File: src/rtl/wb_led_walker_pkg.sv
// wb_led_walker_pkg: shared constants for the LED walker slave.
//   - register addresses on the 2-bit Wishbone address bus
//   - CTRL mode encodings
//   - walk state enum
package wb_led_walker_pkg;

  localparam logic [1:0] ADDR_CTRL  = 2'd0;
  localparam logic [1:0] ADDR_RATE  = 2'd1;
  localparam logic [1:0] ADDR_LED   = 2'd2;
  localparam logic [1:0] ADDR_COUNT = 2'd3;

  localparam logic [1:0] MODE_BOUNCE = 2'd0;  // there and back, once
  localparam logic [1:0] MODE_ONEWAY = 2'd1;  // forward only, once
  localparam logic [1:0] MODE_CONT   = 2'd2;  // bounce forever
  localparam logic [1:0] MODE_STOP   = 2'd3;  // halt and blank

  typedef enum logic [1:0] {IDLE, FWD, REV} walk_state_e;

endpackage

File: src/rtl/wb_led_walker_if.sv
// wb_led_walker_if: pipelined Wishbone slave bus for the LED walker.
//   i_cyc/i_stb/i_we/i_addr/i_data : request from master
//   o_stall/o_ack/o_data           : response from slave
interface wb_led_walker_if;
  logic        i_cyc;
  logic        i_stb;
  logic        i_we;
  logic [1:0]  i_addr;
  logic [31:0] i_data;
  logic        o_stall;
  logic        o_ack;
  logic [31:0] o_data;

  modport master (output i_cyc, i_stb, i_we, i_addr, i_data,
                  input  o_stall, o_ack, o_data);
  modport slave  (input  i_cyc, i_stb, i_we, i_addr, i_data,
                  output o_stall, o_ack, o_data);
endinterface

File: src/rtl/wb_led_walker_prescaler.sv
// walk_prescaler: step-rate divider for the LED walker.
//   i_clk, i_reset_n : clock, async active-low reset
//   i_clear          : restart the count at 0 (walk (re)start)
//   i_enable         : count only while the walker is busy
//   i_rate           : clocks per step minus 1
//   o_tick           : one-cycle step pulse
// The >= compare lets a RATE lowered below the current count fire on the
// next enabled cycle instead of wrapping the whole counter.
module walk_prescaler #(
  parameter int RATE_W = 24
) (
  input  logic              i_clk,
  input  logic              i_reset_n,
  input  logic              i_clear,
  input  logic              i_enable,
  input  logic [RATE_W-1:0] i_rate,
  output logic              o_tick
);

  logic [RATE_W-1:0] cnt;

  assign o_tick = i_enable & (cnt >= i_rate);

  always_ff @(posedge i_clk or negedge i_reset_n) begin
    if (!i_reset_n)            cnt <= '0;
    else if (i_clear | o_tick) cnt <= '0;
    else if (i_enable)         cnt <= cnt + 1'b1;
  end

endmodule

File: src/rtl/wb_led_walker.sv
// wb_led_walker: Wishbone (pipelined) slave walking one lit LED over NLEDS.
//   i_clk, i_reset_n : clock, async active-low reset
//   bus              : Wishbone slave (CTRL/RATE/LED/COUNT registers)
//   o_led            : LED drive, one-hot while walking, else zero or a
//                      value written through the LED register
module wb_led_walker
  import wb_led_walker_pkg::*;
#(
  parameter int                NLEDS        = 8,
  parameter int                RATE_W       = 24,
  parameter logic [RATE_W-1:0] DEFAULT_RATE = '0
) (
  input  logic             i_clk,
  input  logic             i_reset_n,
  wb_led_walker_if.slave   bus,
  output logic [NLEDS-1:0] o_led
);

  localparam int            PW   = $clog2(NLEDS);
  localparam logic [PW-1:0] LAST = PW'(NLEDS - 1);

  walk_state_e       state_q, state_d;
  logic [PW-1:0]     pos_q, pos_d;
  logic [NLEDS-1:0]  led_q, led_d;
  logic [1:0]        mode_q;
  logic [RATE_W-1:0] rate_q;
  logic [15:0]       count_q;
  logic              ack_q;
  logic [31:0]       data_q, rd_data;
  logic              busy, tick, pass_done, acc, wr, start;
  logic              wr_ctrl, wr_rate, wr_led, wr_count;
  logic              unused_data;

  assign unused_data = ^bus.i_data;

  assign busy        = (state_q != IDLE);
  // LED writes would fight the walk, so they wait until idle.
  assign bus.o_stall = busy & bus.i_we & (bus.i_addr == ADDR_LED);
  assign acc         = bus.i_cyc & bus.i_stb & ~bus.o_stall;
  assign wr          = acc & bus.i_we;
  assign wr_ctrl     = wr & (bus.i_addr == ADDR_CTRL);
  assign wr_rate     = wr & (bus.i_addr == ADDR_RATE);
  assign wr_led      = wr & (bus.i_addr == ADDR_LED);
  assign wr_count    = wr & (bus.i_addr == ADDR_COUNT);
  assign start       = wr_ctrl & (bus.i_data[1:0] != MODE_STOP);

  assign bus.o_ack   = ack_q;
  assign bus.o_data  = data_q;
  assign o_led       = led_q;

  walk_prescaler #(.RATE_W(RATE_W)) u_presc (
    .i_clk    (i_clk),
    .i_reset_n(i_reset_n),
    .i_clear  (start),
    .i_enable (busy),
    .i_rate   (rate_q),
    .o_tick   (tick)
  );

  // Next-state: a CTRL write overrides any tick in the same cycle.
  always_comb begin
    state_d   = state_q;
    pos_d     = pos_q;
    led_d     = led_q;
    pass_done = 1'b0;
    if (wr_ctrl) begin
      if (start) begin
        state_d = FWD;
        pos_d   = '0;
        led_d   = NLEDS'(1);
      end else begin
        state_d = IDLE;
        led_d   = '0;
      end
    end else if (wr_led) begin
      led_d = bus.i_data[NLEDS-1:0];
    end else if (tick) begin
      unique case (state_q)
        FWD: begin
          if (pos_q != LAST)             pos_d = pos_q + 1'b1;
          else if (mode_q == MODE_ONEWAY) begin
            state_d   = IDLE;
            pass_done = 1'b1;
          end else begin
            state_d = REV;
            pos_d   = pos_q - 1'b1;
          end
        end
        REV: begin
          if (pos_q != '0) pos_d = pos_q - 1'b1;
          else begin
            pass_done = 1'b1;
            // Continuous mode resumes at 1 so the end LED is not lit twice.
            if (mode_q == MODE_CONT) begin
              state_d = FWD;
              pos_d   = PW'(1);
            end else begin
              state_d = IDLE;
            end
          end
        end
        default: ;
      endcase
      led_d = (state_d == IDLE) ? '0 : (NLEDS'(1) << pos_d);
    end
  end

  always_comb begin
    rd_data = '0;
    unique case (bus.i_addr)
      ADDR_CTRL:  rd_data = {29'b0, busy, mode_q};
      ADDR_RATE:  rd_data = 32'(rate_q);
      ADDR_LED:   rd_data = 32'(led_q);
      ADDR_COUNT: rd_data = {16'b0, count_q};
      default:    rd_data = '0;
    endcase
  end

  always_ff @(posedge i_clk or negedge i_reset_n) begin
    if (!i_reset_n) begin
      state_q <= IDLE;
      pos_q   <= '0;
      led_q   <= '0;
      mode_q  <= MODE_BOUNCE;
      rate_q  <= DEFAULT_RATE;
      count_q <= '0;
      ack_q   <= 1'b0;
      data_q  <= '0;
    end else begin
      state_q <= state_d;
      pos_q   <= pos_d;
      led_q   <= led_d;
      ack_q   <= acc;
      if (acc)      data_q  <= rd_data;
      if (wr_ctrl)  mode_q  <= bus.i_data[1:0];
      if (wr_rate)  rate_q  <= bus.i_data[RATE_W-1:0];
      // Clear beats a pass completing in the same cycle.
      if (wr_count)       count_q <= '0;
      else if (pass_done) count_q <= count_q + 16'd1;
    end
  end

endmodule

File: src/flat_wrapper.sv
// flat-port wrapper written by rule: the top's interface ports become plain ports
module wb_led_walker_flat import wb_led_walker_pkg::*;
#(
  parameter int                NLEDS        = 8,
  parameter int                RATE_W       = 24,
  parameter logic [RATE_W-1:0] DEFAULT_RATE = '0
)
  (i_clk, i_reset_n, o_led, bus_i_cyc, bus_i_stb, bus_i_we, bus_i_addr, bus_i_data, bus_o_stall, bus_o_ack, bus_o_data);
  wb_led_walker_if bus_i ();
  input  logic i_clk;
  input  logic i_reset_n;
  output logic [NLEDS-1:0] o_led;
  input wire logic [$bits(bus_i.i_cyc)-1:0] bus_i_cyc;
  input wire logic [$bits(bus_i.i_stb)-1:0] bus_i_stb;
  input wire logic [$bits(bus_i.i_we)-1:0] bus_i_we;
  input wire logic [$bits(bus_i.i_addr)-1:0] bus_i_addr;
  input wire logic [$bits(bus_i.i_data)-1:0] bus_i_data;
  output wire logic [$bits(bus_i.o_stall)-1:0] bus_o_stall;
  output wire logic [$bits(bus_i.o_ack)-1:0] bus_o_ack;
  output wire logic [$bits(bus_i.o_data)-1:0] bus_o_data;
  assign bus_i.i_cyc = bus_i_cyc;
  assign bus_i.i_stb = bus_i_stb;
  assign bus_i.i_we = bus_i_we;
  assign bus_i.i_addr = bus_i_addr;
  assign bus_i.i_data = bus_i_data;
  assign bus_o_stall = bus_i.o_stall;
  assign bus_o_ack = bus_i.o_ack;
  assign bus_o_data = bus_i.o_data;
  wb_led_walker #(.NLEDS(NLEDS), .RATE_W(RATE_W), .DEFAULT_RATE(DEFAULT_RATE)) u_core (.i_clk(i_clk), .i_reset_n(i_reset_n), .bus(bus_i), .o_led(o_led));
endmodule
File: config.mk
export PLATFORM = sky130hd
export DESIGN_NAME = wb_led_walker_flat
export DESIGN_NICKNAME = d
export VERILOG_FILES = /design/src/rtl/wb_led_walker_pkg.sv /design/src/rtl/wb_led_walker_if.sv /design/src/rtl/wb_led_walker_prescaler.sv /design/src/rtl/wb_led_walker.sv /design/src/flat_wrapper.sv
export SDC_FILE = /design/constraint.sdc
export NUM_CORES = 1
export LEC_CHECK = 0
export BUFFER_PORTS_ARGS = -buffer_cell sky130_fd_sc_hd__clkbuf_2
export CAP_MARGIN = 0
export CORE_MARGIN = 2
export CORE_UTILIZATION = 45
export CTS_BUF_LIST = sky130_fd_sc_hd__clkbuf_4 sky130_fd_sc_hd__clkbuf_8
export DETAILED_ROUTE_END_ITERATION = 10
export GPL_TIMING_DRIVEN = 0
export PLACE_DENSITY_LB_ADDON = 0.15
export SLEW_MARGIN = 40
export SYNTH_ARGS = -nofsm -noshare
export SYNTH_HDL_FRONTEND = slang
export SYNTH_SLANG_ARGS = --single-unit
File: constraint.sdc
create_clock -name i_clk -period 5.6 [get_ports i_clk]
set_clock_uncertainty 0.15 [all_clocks]
set_input_delay 0.56 -clock i_clk [delete_from_list [all_inputs] [get_ports i_clk]]
set_output_delay 0.56 -clock i_clk [all_outputs]
set_load 0.03 [all_outputs]
== Yosys cells after proc, flatten, opt, wreduce, memory -nomap -nowiden ==
Cells that the tools add are included.

* Output and inout bits: 42
* Flip-flop bits (word level): 112
* Logic and storage cells: 90
* Input bits: 39

* Reduce and logical (&&, ||, !) cells: 10
* $lt $le $gt $ge: 1
* Bitwise gates (word level): 13
* Add/sub/neg operators: 4
* Equality and inequality tests: 11
* Multiplexer cells: 41
* Shift-type cells: 1

{| class="wikitable"
|+ Operator list
! cell !! number
|-
| 32-bit one-hot mux with 4 select lines || 1
|-
| 24-bit two-way mux || 2
|-
| 3-bit two-way mux || 11
|-
| 16-bit two-way mux || 2
|-
| 8-bit two-way mux || 4
|-
| 24-bit by 1-bit adder with 24-bit output (second input constant) || 1
|-
| 24-bit greater-or-equal comparator || 1
|-
| 2-bit two-way mux || 9
|-
| 16-bit by 1-bit adder with 16-bit output (second input constant) || 1
|-
| 1-bit bitwise AND || 11
|-
| 1-bit two-way mux || 9
|-
| 2-bit equality test (second input constant) || 4
|-
| 2-bit nonzero test || 4
|-
| 1-bit by 3-bit left shift with 8-bit output (first input constant) || 1
|-
| 2-bit by 1-bit equality test with 1-bit output (second input constant) || 3
|-
| 3-bit one-hot mux with 2 select lines || 1
|-
| 3-bit nonzero test || 2
|-
| 2-bit zero test || 2
|-
| 2-bit != test (second input constant) || 2
|-
| 2-bit one-hot mux with 2 select lines || 1
|-
| 3-bit by 1-bit adder with 3-bit output (second input constant) || 1
|-
| 3-bit != test (second input constant) || 1
|-
| 3-bit AND reduction || 1
|-
| 3-bit by 1-bit subtractor with 3-bit output (second input constant) || 1
|-
| 5 further kinds || 5
|}

== Depth between registers and ports, before layout ==
Gate-level depths: netlist (run 1).

* Word-level depth: 14
* Mapped depth: 12
* Depth with buffers taken out: 9

== Hierarchy ==
A second synthesis (run 1) with hierarchy kept.

* Cell total of the unflattened synthesis: 604
* Area total of the unflattened synthesis: 6188.4 sq um

{| class="wikitable"
|+ Modules (own cells, without submodules)
! module !! cells each !! times used !! seq. area each (sq um) !! area an instance (sq um)
|-
| wb_led_walker || 399 || 1 || 2001.9 || 4245.3
|-
| walk_prescaler || 205 || 1 || 600.6 || 1943.1
|}

== Worst setup path before layout (run 1) ==
Ideal clock, no wire load.

* Path type: reg-to-reg
* Start: register u_core.u_presc.cnt[0]
* End: register u_core.led_q[0] (netlist: u_core.o_led[0])
* Period minus slack after synthesis: 2.517 ns
* Setup slack: 3.083 ns
* Arrival: 2.242 ns
* Data required time: 5.325 ns
* Buffers on the path: 2
* Cell stages (with the launch flop): 12
* Setup time: 0.125 ns
* Cell sequence: dfrtp_1 -> inv_1 -> ha_1 -> nand2b_4 -> a211oi_2 -> o221ai_1 -> a41o_1 -> buf_6 -> o21ai_2 -> and3_1 -> buf_6 -> mux2_4

* Cells in the longest elaborated chain, start to end: 3

{| class="wikitable"
|+ RTL lines
! element !! RTL line !! text
|-
| from (decl) || wb_led_walker_prescaler.sv:20 || <nowiki>logic [RATE_W-1:0] cnt;</nowiki>
|-
| from (signal assigned) || wb_led_walker_prescaler.sv:27 || <nowiki>else if (i_enable) cnt <= cnt + 1'b1;</nowiki>
|-
| 24-bit greater-or-equal comparator || wb_led_walker_prescaler.sv:22 || <nowiki>assign o_tick = i_enable & (cnt >= i_rate);</nowiki>
|-
| 1-bit bitwise AND || wb_led_walker_prescaler.sv:22 ||
|-
| 3-bit nonzero test (no source line) || - ||
|-
| to (signal assigned) || wb_led_walker.sv:132 || <nowiki>led_q <= led_d;</nowiki>
|-
| to (decl) || wb_led_walker.sv:24 || <nowiki>logic [NLEDS-1:0] led_q, led_d;</nowiki>
|}

No other way between the ends.
A chain may end at the register's enable or synchronous reset.

== Worst setup path after layout (run 1) ==
* Start: register u_core.u_presc.cnt[21]
* End: register u_core.led_q[2] (netlist: u_core.o_led[2])

Same word-level chain as after synthesis.

==> reports/qor.yml, run 1 <==
timing:
  setup-tns-final_ns: 0
  rsz0062_at_grt: "false"
  drv_slew: 0
  tightest_slew_ns: 0.7039
  max_clock_freq_ghz: 0.3432
  hold_viol: 0
  maxSlewHeadroom_pct: 52.71
  setup_viol: 0
  fin_ws_ns: 2.686
  final.min_clock_period_ns: 2.914
  period_share_pct: 52.04
clocking:
  clkTransAtPathRegs_ns: 0.10
  tritoncts: "yes"
  clk_path_buf_depth: 2
  clockRootBuffer: "clkbuf_8"
  clock_sinks: 104
  post_cts_resize_count: 0
  htree_levels: 3
  clk_latency_ns: 0.39
  cts-hold-fix-buffers: 1
  post-cts-setup-buffer-count: 0
  cts_buffers: 9
detailed_routing:
  ant_nets: 0
  drc: 0
  drt-initial-drc-count: 358
  vias: 4728
  wl_per_cell_um: 16.59
  routed_via_density: 5.367
  drt_wl_total_mm: 14.61
  drt_first_pass_iters: 5
synth:
  yosys.cell_types.count: 74
  muxShareOfSynthArea_pct: 9.626
  ys_seq_elements: 104
  yosys_warnings: 0
  synth-seq-area-share_pct: 42.78
  synth_xor_area_share_pct: 4.175
  synth_edf_count: 0
  async_reset_ff_share_pct: 100.0
  synth_fa_ha_area_share_pct: 6.787
  yosys_most_used_dff: "dfrtp_1"
  syn_avg_cell_area_sq_um: 9.876
  netlist_area_sq_mm: 0.006083
  synth_top_family_by_area: "simple AND/OR/NAND/NOR gates"
  synth-simple-area-share_pct: 18.16
  postSynthCellCount: 616
  synth_compound_area_share_pct: 12.42
global_routing:
  grt.total_usage_pct: 21.04
  grt_pass1_wl_mm: 23.61
  first_global_vias: 4627
  grt_overflow: 0
  grt_max_degree: 64
  antenna_found_initial: 0
floorplan:
  pin_count: 81
  rows: 42
  fp.dieH_um: 120.3
  core_area_sq_mm: 0.01324
  dieArea_sq_mm: 0.01446
  die_x_um: 120.3
  initial_core_util_pct: 45.94
layout:
  final_layout_size_suffix_gt1_share_pct: 22.98
  antenna_cells: 0
  syn2layout_area_growth_pct: 13.60
  final_area_sq_mm: 0.006910
  fin_nets: 772
power:
  powerDensity_mw_per_mm2: 352.5
  peakVddDrop_mv: 0.2791
  total_leakage_power_nw: 3.374
  power.total_mw: 2.436
worst_hold_path:
  hp-start: "bus_i_data[16]"
  hp-class: "in -> reg"
placed_design:
  io_buffer_count: 64
  hpwl_mm: 11.36
  gp_congestion: 0.8650
  dp_slack_ns: 2.736
  placed_area_sq_mm: 0.006686
setup_path:
  cp_cell_sequence: "ha_1 -> a21o_1 -> a21o_1 -> a21oi_1 -> nand3_2 -> o21ai_2 -> and3_1 -> buf_6 -> mux2_4"
  r2r_start: "u_core.u_presc.cnt[21]"
  worstPathArrival_ns: 3.04
  critical_path.max_stage_delay_ns: 0.44
  path_buf_inv: 1
  worst_setup_path_start_kind: "flop"
  cp_top_family: "compound AO/OA/AOI/OAI gates"
  cp-startpoint: "u_core.u_presc.cnt[21]"
  crit_path_top_delay_cell: "dfrtp_1"
  crit_top_cell: "a21o_1"
  path_class: "reg -> reg"
  crit_path_max_fanout: 10
  required_ns: 5.73
  cp-end-kind: "flop"
run_status:
  status: "finished clean"
flow_run:
  drv_cap: 0
final cells by class:
type | instances | area, sq um
inverter | 41 | 156.4
clock inverter | 6 | 67.56
multi-input combinational | 447 | 3152
clock buffer | 10 | 137.6
sequential | 104 | 2603
fill | 1261 | 6332
buffer | 31 | 207.7
tap | 176 | 220.2
timing repair buffer | 66 | 366.6
sequential cells by signal, indices dropped and copies added, names as in the netlist:
name / count
u_core.bus.o_data: 24
u_core.o_led: 8
u_core.bus.o_ack: 1
u_core.state_q: 2
u_core.count_q: 16
u_core.rate_q: 24
u_core.pos_q: 3
u_core.mode_q: 2
u_core.u_presc.cnt: 24
cell families after synthesis:
group           Yosys count
other cells               1
flops                   104
buf+inv                  72
xor+xnor                 29
fa+ha+maj                33
compound gates          107
mux                      49
simple gates            221
metrics by stage:
step | instances | util, % | hold WS (ns)
after floorplan | 623 | - | 0.1144
after global placement | 863 | 50.22 | 0.3114
after detailed placement | 864 | 50.49 | 0.3153
after CTS | 881 | 52.12 | 0.2262
after global routing | 881 | 52.18 | 0.2226
final | 881 | 52.18 | 0.2470
worst register-to-register path: cells and delay by family (launching register included):
| family | cells | cell delay [ns] |
|---|---|---|
| AND/OR/NAND/NOR | 2 | 0.52 |
| adder cells (fa/ha/maj) | 1 | 0.33 |
| multiplexers | 1 | 0.30 |
| buffers and inverters | 1 | 0.14 |
| flip-flops | 1 | 0.44 |
| AO/OA/AOI/OAI | 4 | 0.90 |
worst paths after layout:
kind                       depth (start not counted)                     end  slack [ns]
max                                                9         u_core.o_led[2]        2.69
min                                                2       u_core.rate_q[16]        0.25
max reg2reg                                        9         u_core.o_led[2]        2.69
min reg2reg                                        2    u_core.bus.o_data[1]        0.34
max in group asynchronous                          3    u_core.bus.o_data[8]        4.19
min in group asynchronous                          2  u_core.u_presc.cnt[21]        0.50
Yosys cell counts, types with 5 or more instances:
cell      instances  area, sq um
nor2_1           50        187.7
mux2_2           30        337.8
ha_1             33        412.9
clkbuf_1          8        30.03
dfrtp_1         104         2603
o211ai_1          7        52.55
buf_6             5        56.30
nand2_1          87        326.6
and3_1            5        31.28
inv_1            40        150.1
xor2_1           18        157.7
a21oi_1          25        125.1
mux2i_1          12        120.1
nand4_1          10        62.56
o21ai_0          25        125.1
o31ai_1          11        82.58
nor3_1            7        35.03
a22oi_1           6        45.04
nand3_1          23        115.1
or3_1             7        43.79
buf_4            13        97.59
xnor2_1          11        96.34
power breakdown:
part / switching [mW] / internal [mW]
sequential: 0.127 / 0.882
combinational: 0.564 / 0.369
clock: 0.272 / 0.221
layout by cell type (no fill, tap or decap), types with 7 or more instances in the layout:
cell type / instances
dfrtp_1: 104
nand2_1: 87
clkbuf_2: 63
nor2_1: 50
inv_1: 40
ha_1: 33
mux2_2: 30
o21ai_0: 25
a21oi_1: 25
nand3_1: 23
xor2_1: 18
buf_4: 13
mux2i_1: 12
o31ai_1: 11
xnor2_1: 11
clkbuf_8: 11
nand4_1: 10
clkbuf_1: 8
conb_1: 8
or3_1: 7
nor3_1: 7
o211ai_1: 7
routing by layer:
| layer | track usage [%] | share of wire (%) | vias to the layer above |
|---|---|---|---|
| li1 | - | - | 2302 |
| met1 | 29.05 | 46 | 2267 |
| met2 | 33.52 | 47 | 145 |
| met3 | 4.670 | 5.8 | 14 |
| met4 | 5.814 | 1.5 | 0 |
| met5 | 0 | 0 | - |
Power figures use the tool's default switching activity.
==> run 2, diff against run 1 <==
==> constraint.sdc (replaced) <==
create_clock -name i_clk -period 2.9 [get_ports i_clk]
set_clock_uncertainty 0.15 [all_clocks]
set_input_delay 0.29 -clock i_clk [delete_from_list [all_inputs] [get_ports i_clk]]
set_output_delay 0.29 -clock i_clk [all_outputs]
set_load 0.03 [all_outputs]
==> run 2 against run 1 <==
Against the previous run:
- hold slack got worse by 0.21 ns
- sequential cell count unchanged
- highest routed layer unchanged
- register-to-register slack got worse by 2.6 ns
- maximum frequency increased by 4.3%
- global-route usage increased by 0.36 points
==> reports/qor.yml, run 2 (same netlist as run 1, synthesis figures left out) <==
run_status:
  status: "finished clean"
detailed_routing:
  vias: 4774  # +0.97%
  drt_wl_total_mm: 14.85  # +1.6%
  drt_first_pass_iters: 7  # +2
  routed_via_density: 5.322  # -0.83%
  drc: 0  # unchanged
  wl_per_cell_um: 16.55  # -0.21%
  drt-initial-drc-count: 363  # +1.4%
  ant_nets: 0  # unchanged
floorplan:
  pin_count: 81  # unchanged
  die_x_um: 120.3  # unchanged
  core_area_sq_mm: 0.01324  # unchanged
  fp.dieH_um: 120.3  # unchanged
  rows: 42  # unchanged
  initial_core_util_pct: 45.94  # unchanged
  dieArea_sq_mm: 0.01446  # unchanged
global_routing:
  grt.total_usage_pct: 21.40  # +0.36 points
  first_global_vias: 4752  # +2.7%
  antenna_found_initial: 0  # unchanged
  grt_overflow: 0  # unchanged
  grt_pass1_wl_mm: 24.01  # +1.7%
  grt_max_degree: 64  # unchanged
placed_design:
  io_buffer_count: 64  # unchanged
  dp_slack_ns: 0.03597  # -2.700 ns
  gp_congestion: 0.8650  # unchanged
  hpwl_mm: 11.36  # unchanged
layout:
  fin_nets: 788  # +2.1%
  syn2layout_area_growth_pct: 16.56
  fillCellCount: 1242  # -1.5%
  antenna_cells: 0  # unchanged
  final_common_cell: "dfrtp_1"
  final_util_pct: 53.54  # +1.4 points
  final_cell_mix: "104 x dfrtp_1, 87 x nand2_1, 63 x clkbuf_2, 50 x nor2_1, 40 x inv_1"
  final_layout_size_suffix_gt1_share_pct: 22.61  # -0.37 points
clocking:
  tritoncts: "yes"
  clockRootBuffer: "clkbuf_8"
  clock_sinks: 104  # unchanged
  cts_buffers: 9  # unchanged
  clk_path_buf_depth: 2  # unchanged
  clkTransAtPathRegs_ns: 0.10  # about the same
  htree_levels: 3  # unchanged
  clk_latency_ns: 0.39  # about the same
  post-cts-setup-buffer-count: 0  # unchanged
timing:
  period_share_pct: 96.31  # +44 points
  max_clock_freq_ghz: 0.3580  # +4.3%
  final.min_clock_period_ns: 2.793  # -0.1210 ns
  maxSlewHeadroom_pct: 50.62  # -2.1 points
  rsz0062_at_grt: "false"
  fin_ws_ns: 0.1069  # -2.579 ns
  setup_viol: 0  # unchanged
  drv_slew: 0  # unchanged
  hold_viol: 0  # unchanged
  whs_ns: 0.03515  # -0.2118 ns
  setup-tns-final_ns: 0  # unchanged
  tightest_slew_ns: 0.7350  # +0.03112 ns
setup_path:
  worst_setup_path_start_kind: "flop"
  worstPathArrival_ns: 2.92  # -0.12 ns
  cp-end-kind: "flop"
  crit_path_max_fanout: 10  # unchanged
  r2r_slack_ns: 0.11  # -2.58 ns
  required_ns: 3.03  # -2.70 ns
  path_class: "reg -> reg"
power:
  p_clk_share_pct: 20.1  # -0.2 points
  total_leakage_power_nw: 3.445  # +2.1%
  powerDensity_mw_per_mm2: 669.1  # +90%
  p_seq_share_pct: 41.1  # -0.3 points
  combPwrFrac_pct: 38.9  # +0.6 points
  peakVddDrop_mv: 0.5385  # +93%
  swShare_pct: 39.57  # about the same
  switching_power_mw: 1.877  # +95%
  p_int_mw: 2.867  # +95%
worst_hold_path:
  hp-class: "in -> reg"
flow_run:
  drv_cap: 0  # unchanged
-- run 2: cell types whose count changed in the layout (fill, tap and decap cells not counted) --
cell           before  now
a211oi_2            1    2
o21ai_4             0    1
dlygate4sd3_1       1   17
a211oi_1            2    1
o21ai_2             1    0
nand3_2             1    0
a21boi_1            0    1
nand3_4             1    2
a21boi_0            1    0
-- run 2: per-stage QoR --
stage	total power [mW]	area, sq um	instances
after floorplan	3.260	6110	623
after global placement	3.712	6650	863
after detailed placement	3.779	6686	864
after CTS	4.768	7069	897
after global routing	5.079	7091	897
final	4.744	7091	897
-- run 2: final timing paths --
path                                       start                     end  cells past startpoint
min in group asynchronous              i_reset_n  u_core.u_presc.cnt[21]                      2
min reg2reg                 u_core.bus.o_data[1]    u_core.bus.o_data[1]                      2
min                                bus_i_data[3]        u_core.rate_q[3]                      2
max                        u_core.u_presc.cnt[0]         u_core.o_led[2]                     11
max reg2reg                u_core.u_presc.cnt[0]         u_core.o_led[2]                     11
max in group asynchronous              i_reset_n    u_core.bus.o_data[8]                      3
-- run 2: worst max-delay path: stages (launching register included) --
cell and delay, ns:
dfrtp_1 0.43, inv_1 0.06, ha_1 0.28, nand2b_4 0.14, a211oi_2 0.22, o221ai_1 0.16, a41o_1 0.24, buf_6 0.15
o21ai_4 0.19, and3_1 0.21, buf_6 0.14, mux2_4 0.30
-- run 2: final cells by class --
cell class	instances	area, sq um	area share (%)
inverters	41	156.4	2.206
clock inverters	6	67.56	0.9529
flip-flops and latches	104	2603	36.70
well taps	176	220.2	3.106
repair buffers	82	526.8	7.429
clock buffers	10	137.6	1.941
multi-input cells	447	3172	44.73
plain buffers	31	207.7	2.929
-- run 2: metal layers --
layer	GRT usage, %	share of wire [%]	up-vias
li1	-	-	2326
met5	0	0	-
met2	35.23	48	138
met1	28.90	46	2298
met4	5.378	1.3	0
met3	4.575	4.7	12
-- run 2: power by group through the flow --
stage / logic (mW) / clock network (mW) / registers [mW]
floorplan: 1.19 / 0 / 2.07
global placement: 1.74 / 0 / 1.97
detailed placement: 1.80 / 0 / 1.98
CTS: 1.83 / 0.987 / 1.95
global route: 2.04 / 1.05 / 1.99
finish: 1.84 / 0.952 / 1.95
-- run 2: repair_timing --
| action | 4_1_cts | 5_1_grt |
|---|---|---|
| endpoints found under the setup margin | 2 | 29 |
| gates cloned | 0 | 0 |
| hold endpoints to repair | 57 | 0 |
| gates resized for setup | 1 | 3 |
| hold buffers | 17 | 0 |
